[src/rtl/chip8_fetch_decode.sv]
// CHIP-8 fetch/decode stage: owns the PC, fetches each opcode as two bytes
// (high byte first) and presents registered decode fields over valid/ready.
module chip8_fetch_decode #(
  parameter int                ADDR_W   = 12,
  parameter logic [ADDR_W-1:0] START_PC = 'h200,
  parameter int                MEM_LAT  = 1,
  parameter bit                SCHIP    = 1'b0
) (
  input  logic              clk,
  input  logic              reset_n,
  input  logic              fetch_en,
  output logic              mem_rd,
  output logic [ADDR_W-1:0] mem_addr,
  input  logic [7:0]        mem_data,
  input  logic              pc_load,
  input  logic [ADDR_W-1:0] pc_load_val,
  input  logic              skip,
  output logic              dec_valid,
  input  logic              dec_ready,
  output logic [15:0]       opcode,
  output logic [ADDR_W-1:0] pc_out,
  output logic [3:0]        op_main,
  output logic [4:0]        op_sub,
  output logic [3:0]        x,
  output logic [3:0]        y,
  output logic [3:0]        n,
  output logic [7:0]        nn,
  output logic [11:0]       nnn,
  output logic [2:0]        alu_op,
  output logic              alu_switchxy,
  output logic              illegal
);

  // state     | meaning
  // S_IDLE    | waiting for fetch_en
  // S_RD_HI   | mem_rd asserted for the high byte at PC
  // S_WAIT_HI | waiting MEM_LAT cycles, high byte captured on terminal count
  // S_RD_LO   | mem_rd asserted for the low byte at PC+1
  // S_WAIT_LO | low byte captured, then one cycle to register the decode
  // S_VALID   | dec_valid=1, outputs held until dec_ready
  typedef enum logic [2:0] {
    S_IDLE, S_RD_HI, S_WAIT_HI, S_RD_LO, S_WAIT_LO, S_VALID
  } state_t;

  localparam logic [2:0] LAT_HI = 3'(MEM_LAT - 1);
  localparam logic [2:0] LAT_LO = 3'(MEM_LAT);

  state_t            state_q, state_d;
  logic [ADDR_W-1:0] pc_q, pc_d, mem_addr_q, mem_addr_d, pc_out_q, pc_out_d;
  logic [2:0]        cnt_q, cnt_d, alu_op_q, alu_op_d, dec_alu;
  logic [7:0]        hi_q, hi_d, lo_q, lo_d;
  logic [15:0]       opcode_q, opcode_d, raw;
  logic [4:0]        op_sub_q, op_sub_d, dec_sub;
  logic              mem_rd_q, mem_rd_d, dec_valid_q, dec_valid_d;
  logic              alu_sw_q, alu_sw_d, illegal_q, illegal_d;
  logic              dec_sw, dec_ill, handshake;

  assign raw       = {hi_q, lo_q};
  assign handshake = (state_q == S_VALID) && dec_ready;

  always_comb begin
    dec_sub = 5'd0;
    dec_alu = 3'd0;
    dec_sw  = 1'b0;
    dec_ill = 1'b0;
    case (raw[15:12])
      4'h0: begin
        case (raw[7:0])
          8'hE0: dec_sub = 5'd1;
          8'hEE: dec_sub = 5'd2;
          8'hFB: if (SCHIP) dec_sub = 5'd15; else dec_ill = 1'b1;
          8'hFC: if (SCHIP) dec_sub = 5'd16; else dec_ill = 1'b1;
          8'hFD: if (SCHIP) dec_sub = 5'd17; else dec_ill = 1'b1;
          8'hFE: if (SCHIP) dec_sub = 5'd18; else dec_ill = 1'b1;
          8'hFF: if (SCHIP) dec_sub = 5'd19; else dec_ill = 1'b1;
          default: begin
            if (SCHIP && raw[7:4] == 4'hC) dec_sub = 5'd14;
            else dec_ill = 1'b1;
          end
        endcase
      end
      4'h5, 4'h9: dec_ill = (raw[3:0] != 4'h0);
      4'h8: begin
        case (raw[3:0])
          4'h0, 4'h1, 4'h2, 4'h3, 4'h4, 4'h5, 4'h6: dec_alu = raw[2:0];
          4'h7: begin
            dec_alu = 3'd5;
            dec_sw  = 1'b1;
          end
          4'hE:    dec_alu = 3'd7;
          default: dec_ill = 1'b1;
        endcase
      end
      4'hE: begin
        case (raw[7:0])
          8'h9E:   dec_sub = 5'd3;
          8'hA1:   dec_sub = 5'd4;
          default: dec_ill = 1'b1;
        endcase
      end
      4'hF: begin
        case (raw[7:0])
          8'h07: dec_sub = 5'd5;
          8'h0A: dec_sub = 5'd6;
          8'h15: dec_sub = 5'd7;
          8'h18: dec_sub = 5'd8;
          8'h1E: dec_sub = 5'd9;
          8'h29: dec_sub = 5'd10;
          8'h33: dec_sub = 5'd11;
          8'h55: dec_sub = 5'd12;
          8'h65: dec_sub = 5'd13;
          8'h30: if (SCHIP) dec_sub = 5'd20; else dec_ill = 1'b1;
          8'h75: if (SCHIP) dec_sub = 5'd21; else dec_ill = 1'b1;
          8'h85: if (SCHIP) dec_sub = 5'd22; else dec_ill = 1'b1;
          default: dec_ill = 1'b1;
        endcase
      end
      default: ;
    endcase
  end

  always_comb begin
    state_d     = state_q;
    pc_d        = pc_q;
    cnt_d       = cnt_q;
    hi_d        = hi_q;
    lo_d        = lo_q;
    mem_rd_d    = 1'b0;
    mem_addr_d  = mem_addr_q;
    dec_valid_d = dec_valid_q;
    opcode_d    = opcode_q;
    pc_out_d    = pc_out_q;
    op_sub_d    = op_sub_q;
    alu_op_d    = alu_op_q;
    alu_sw_d    = alu_sw_q;
    illegal_d   = illegal_q;
    case (state_q)
      S_IDLE: begin
        if (fetch_en) begin
          state_d    = S_RD_HI;
          mem_rd_d   = 1'b1;
          mem_addr_d = pc_q;
        end
      end
      S_RD_HI: begin
        state_d = S_WAIT_HI;
        cnt_d   = LAT_HI;
      end
      S_WAIT_HI: begin
        if (cnt_q == 3'd0) begin
          hi_d       = mem_data;
          state_d    = S_RD_LO;
          mem_rd_d   = 1'b1;
          mem_addr_d = pc_q + ADDR_W'(1);
        end else begin
          cnt_d = cnt_q - 3'd1;
        end
      end
      S_RD_LO: begin
        state_d = S_WAIT_LO;
        cnt_d   = LAT_LO;
      end
      S_WAIT_LO: begin
        if (cnt_q == 3'd0) begin
          state_d     = S_VALID;
          dec_valid_d = 1'b1;
          opcode_d    = raw;
          pc_out_d    = pc_q;
          op_sub_d    = dec_sub;
          alu_op_d    = dec_alu;
          alu_sw_d    = dec_sw;
          illegal_d   = dec_ill;
        end else begin
          cnt_d = cnt_q - 3'd1;
          if (cnt_q == 3'd1) lo_d = mem_data;
        end
      end
      S_VALID: begin
        if (dec_ready) begin
          dec_valid_d = 1'b0;
          if (pc_load)   pc_d = pc_load_val;
          else if (skip) pc_d = pc_q + ADDR_W'(4);
          else           pc_d = pc_q + ADDR_W'(2);
          if (fetch_en) begin
            state_d    = S_RD_HI;
            mem_rd_d   = 1'b1;
            mem_addr_d = pc_d;
          end else begin
            state_d = S_IDLE;
          end
        end
      end
      default: state_d = S_IDLE;
    endcase
    // Redirect outside a handshake restarts the fetch; any byte in flight is dropped.
    if (pc_load && !handshake) begin
      pc_d        = pc_load_val;
      state_d     = S_RD_HI;
      mem_rd_d    = 1'b1;
      mem_addr_d  = pc_load_val;
      dec_valid_d = 1'b0;
    end
  end

  always_ff @(posedge clk) begin
    if (!reset_n) begin
      state_q     <= S_IDLE;
      pc_q        <= START_PC;
      cnt_q       <= 3'd0;
      hi_q        <= 8'd0;
      lo_q        <= 8'd0;
      mem_rd_q    <= 1'b0;
      mem_addr_q  <= START_PC;
      dec_valid_q <= 1'b0;
      opcode_q    <= 16'd0;
      pc_out_q    <= '0;
      op_sub_q    <= 5'd0;
      alu_op_q    <= 3'd0;
      alu_sw_q    <= 1'b0;
      illegal_q   <= 1'b0;
    end else begin
      state_q     <= state_d;
      pc_q        <= pc_d;
      cnt_q       <= cnt_d;
      hi_q        <= hi_d;
      lo_q        <= lo_d;
      mem_rd_q    <= mem_rd_d;
      mem_addr_q  <= mem_addr_d;
      dec_valid_q <= dec_valid_d;
      opcode_q    <= opcode_d;
      pc_out_q    <= pc_out_d;
      op_sub_q    <= op_sub_d;
      alu_op_q    <= alu_op_d;
      alu_sw_q    <= alu_sw_d;
      illegal_q   <= illegal_d;
    end
  end

  assign mem_rd       = mem_rd_q;
  assign mem_addr     = mem_addr_q;
  assign dec_valid    = dec_valid_q;
  assign opcode       = opcode_q;
  assign pc_out       = pc_out_q;
  assign op_main      = opcode_q[15:12];
  assign op_sub       = op_sub_q;
  assign x            = opcode_q[11:8];
  assign y            = opcode_q[7:4];
  assign n            = opcode_q[3:0];
  assign nn           = opcode_q[7:0];
  assign nnn          = opcode_q[11:0];
  assign alu_op       = alu_op_q;
  assign alu_switchxy = alu_sw_q;
  assign illegal      = illegal_q;

endmodule

[config.mk]
export PLATFORM = sky130hd
export DESIGN_NAME = chip8_fetch_decode
export DESIGN_NICKNAME = d
export VERILOG_FILES = /design/src/rtl/chip8_fetch_decode.sv
export SDC_FILE = /design/constraint.sdc
export NUM_CORES = 1
export LEC_CHECK = 0
export CAP_MARGIN = 25
export CORE_MARGIN = 8
export CORE_UTILIZATION = 34
export DETAILED_ROUTE_END_ITERATION = 10
export GPL_TIMING_DRIVEN = 0
export SLEW_MARGIN = 20
export SYNTH_ARGS = -nofsm -noshare
export SYNTH_HDL_FRONTEND = slang
export SYNTH_SLANG_ARGS = --single-unit
export TNS_END_PERCENT = 30
[constraint.sdc]
create_clock -name clk -period 2.77 [get_ports clk]
set_input_delay 0.831 -clock clk [delete_from_list [all_inputs] [get_ports clk]]
set_output_delay 0.831 -clock clk [all_outputs]
set_load 0.01 [all_outputs]
==> summary.txt <==
Status
  – Status: finished, final reports clean

Global routing
  – Initial antenna violation count: 0
  – First-pass GRT wire length: 26.82 mm
  – GRT Total Usage: 18.48%
  – Vias in the first global route: 5012
  – GRT overflow: 0
  – Pin count of the biggest net entering global routing: 15

Final layout
  – Layout cells sized above 1: 8.472%
  – Nets: 806
  – Fin cells: 963
  – Antenna diodes: 0
  – Commonest non-fill, non-tap cells in the layout: clkdlybuf4s50_1 (111), nand2_1 (106), dfxtp_1 (85)
  – Fill count: 1490
  – Layout area overhead: 33.83%
  – Commonest non-fill, non-tap cell in the layout: clkdlybuf4s50_1
  – Final core occ: 45.79%

Power
  – Power per cell area: 448.2 mW/mm^2
  – VDD IR max: 0.3187 mV
  – Leak pwr: 2.321 nW

Synthesis
  – Register area share after synthesis: 34.75%
  – Unique masters post-synth: 65
  – Synthesized area: 0.004897 sq mm
  – Top_reg_cell synth: dfxtp_1
  – #FFs+latches synth: 85
  – Syn_nets: 684
  – Ys Warns: 0
  – Post-synth EDFFs: 0
  – FFs w/ async S/R, synth: 0%
  – Mean Syn Cell Area: 7.511 sq um
  – Post-Syn Instances: 652

Placed design
  – Place WS: -0.3599 ns
  – PortBufs: 111
  – DP Wirelength: 13.06 mm
  – Final GP Congestion: 0.9069
  – Cells after DPL: 947

Floorplanning
  – IO Pins: 114
  – Rows: 44
  – Chip height: 136.0 um
  – Die footprint: 0.01850 sq mm
  – Initial Util: 34.21%
  – Width of the die: 136.0 um
  – Core region area: 0.01431 sq mm

Clock network
  – Clock Pin Slew Worst Setup and Hold Paths: 0.07 ns
  – Total number of H-tree levels: 3
  – Longest Clk Path Bufs: 2
  – CTS tree: done
  – Cts bufs inserted: 9
  – Clock root buffer: clkbuf_16
  – Post-CTS setup buffers: 0
  – Worst-Skew Late Latency: 0.35 ns
  – Clk sinks: 85

Timing
  – Final hold vios: 0
  – Skew final: 0.009908 ns
  – Crit path time final: 2.629 ns
  – Measured slew at the worst slew-check pin: 0.7379 ns
  – # setup viols final: 0
  – Fmax: 380.4 MHz
  – Fin. max-slew vios: 0
  – Period Utilization, post-route: 94.90%
  – Max-slew headroom: 50.81%
  – Final worst slack: 0.1414 ns
  – RSZ-0062 raised after global routing: no

Detailed routing
  – Post-Route WL: 17.13 mm
  – Post-route ant nets: 0
  – Router iterations before antenna repair: 5
  – DRC viols: 0
  – Vias: 5173
  – Initial DRC count: 373
  – Via density per instance: 5.372
  – Drt wl/cell: 17.78 um

Min path
  – Hold crit path type: reg -> reg
  – Cells on Worst Hold Path: 2
  – HP Start: pc_out[1]
  – Worst Hold End: pc_out[1]

Critical path
  – RR Startpoint: pc_q[1]
  – Worst R2R End: pc_q[11]
  – Startpoint Class: primary input
  – R2R cell count: 6
  – CP Cell Sequence: clkdlybuf4s50_1, inv_1, clkbuf_1, nand2_1, o211ai_1, a21oi_1
  – Critical Path Fanout Max: 10
  – CP Capture Type: register
  – Register-to-register setup slack: 0.38 ns
  – Critical Path AT: 2.85 ns
  – Slowest-stage cell, CP: clkdlybuf4s50_1
  – Worst setup path class: in -> reg
  – Max incr delay on CP: 0.59 ns
  – Data required, critical path: 2.99 ns

Run
  – Max-cap violations: 0
==> flip-flops by register name, indices dropped and copies added, names as in the netlist <==
register / count
dec_valid: 1
pc_out: 12
mem_addr: 12
hi_q: 8
pc_q: 12
illegal: 1
alu_switchxy: 1
op_sub: 4
mem_rd: 1
alu_op: 3
lo_q: 8
opcode: 16
state_q: 3
cnt_q: 3
==> how the worst max path moves through the flow <==
stage / start / slack (ns) / endpoint / cells past startpoint
finish: pc_load / 0.14 / pc_q[5] / 6
global route: pc_load / 0.02 / pc_q[5] / 6
CTS: pc_load / 0.007 / mem_addr[11] / 7
detailed placement: pc_load / -0.36 / mem_addr[11] / 7
global placement: pc_load / -0.34 / mem_addr[11] / 7
floorplan: skip / 0.57 / pc_q[11] / 6
==> cells by family (layout without fill, tap and decap cells) <==
logic type,count (synthesis),count (layout),share of synthesized area (%)
AND/OR/NAND/NOR,270,270,26.93
buffers and inverters,105,232,11.04
adder cells (fa/ha/maj),6,6,1.533
AO/OA/AOI/OAI,155,155,19.90
XOR/XNOR,16,16,2.862
flip-flops,85,85,34.75
other,1,1,0.07657
multiplexers,14,14,2.913
==> metrics by stage <==
stage | instance area [sq um] | hold slack (ns) | TNS [ns] | power, mW
global route | 6554 | 0.4771 | 0 | 3.046
floorplan | 4897 | 0.4321 | 0 | 1.511
CTS | 6550 | 0.4547 | 0 | 2.952
detailed placement | 6238 | 0.4458 | -5.578 | 1.670
finish | 6554 | 0.4563 | 0 | 2.937
global placement | 6238 | 0.4417 | -6.321 | 1.667
==> cells in the mapped netlist, types with 4 or more instances <==
master | number | share of area [%]
and2_1 | 5 | 0.64
nor2_1 | 44 | 3.4
nand4_1 | 13 | 1.7
nor3_1 | 16 | 1.6
nand3_1 | 23 | 2.4
a21oi_1 | 63 | 6.4
clkbuf_1 | 49 | 3.8
dfxtp_1 | 85 | 35
mux2i_1 | 12 | 2.5
xor2_1 | 7 | 1.3
buf_2 | 5 | 0.51
nand4b_1 | 4 | 0.72
nor4_1 | 11 | 1.4
ha_1 | 6 | 1.5
o211ai_1 | 4 | 0.61
o31ai_1 | 8 | 1.2
nand2b_1 | 12 | 1.5
a31oi_1 | 11 | 1.4
nand2_1 | 106 | 8.1
nor3b_1 | 4 | 0.61
nor2b_1 | 8 | 1.0
inv_1 | 12 | 0.92
a211oi_1 | 10 | 1.5
o21ai_0 | 23 | 2.4
xnor2_1 | 9 | 1.6
or3_1 | 5 | 0.64
buf_4 | 37 | 5.7
==> power breakdown <==
part           internal [mW]  switching (mW)  leakage, nW
clock network          0.754           0.534        0.149
registers               1.26          0.0273        0.691
logic                  0.148           0.217         1.48
total                   2.16           0.778         2.32
==> metal layers <==
metal	vias up	global-route usage, %	wire (um)	part of all wire [%]
met5	-	0	0	0
met4	0	7.322	356	2.1
met3	29	3.991	1129	6.6
met2	170	31.10	8311	49
met1	2454	22.47	7327	43
li1	2520	-	-	-
==> cell type report <==
| class | count | area (sq um) | area share (%) |
|---|---|---|---|
| multi-input combinational | 462 | 2655 | 40.51 |
| sequential | 85 | 1702 | 25.96 |
| timing repair buffer | 111 | 1111 | 16.95 |
| buffer | 93 | 499.2 | 7.617 |
| clock buffer | 12 | 256.5 | 3.914 |
| tap | 184 | 230.2 | 3.513 |
| clock inverter | 4 | 55.05 | 0.8400 |
| inverter | 12 | 45.04 | 0.6873 |
==> timing repair <==
| item | CTS | global route |
|---|---|---|
| resized for setup | 0 | 6 |
| setup endpoints to repair | 0 | 13 |
| hold buffers | 0 | 0 |
==> worst max-delay path, delay by kind of cell <==
family / cells / cell delay (ns)
and+or+nand+nor: 1 / 0.34
AOI/OAI and AO/OA: 2 / 0.31
buffers and inverters: 3 / 1.36
Note: power is estimated with default switching activity, not from simulation.
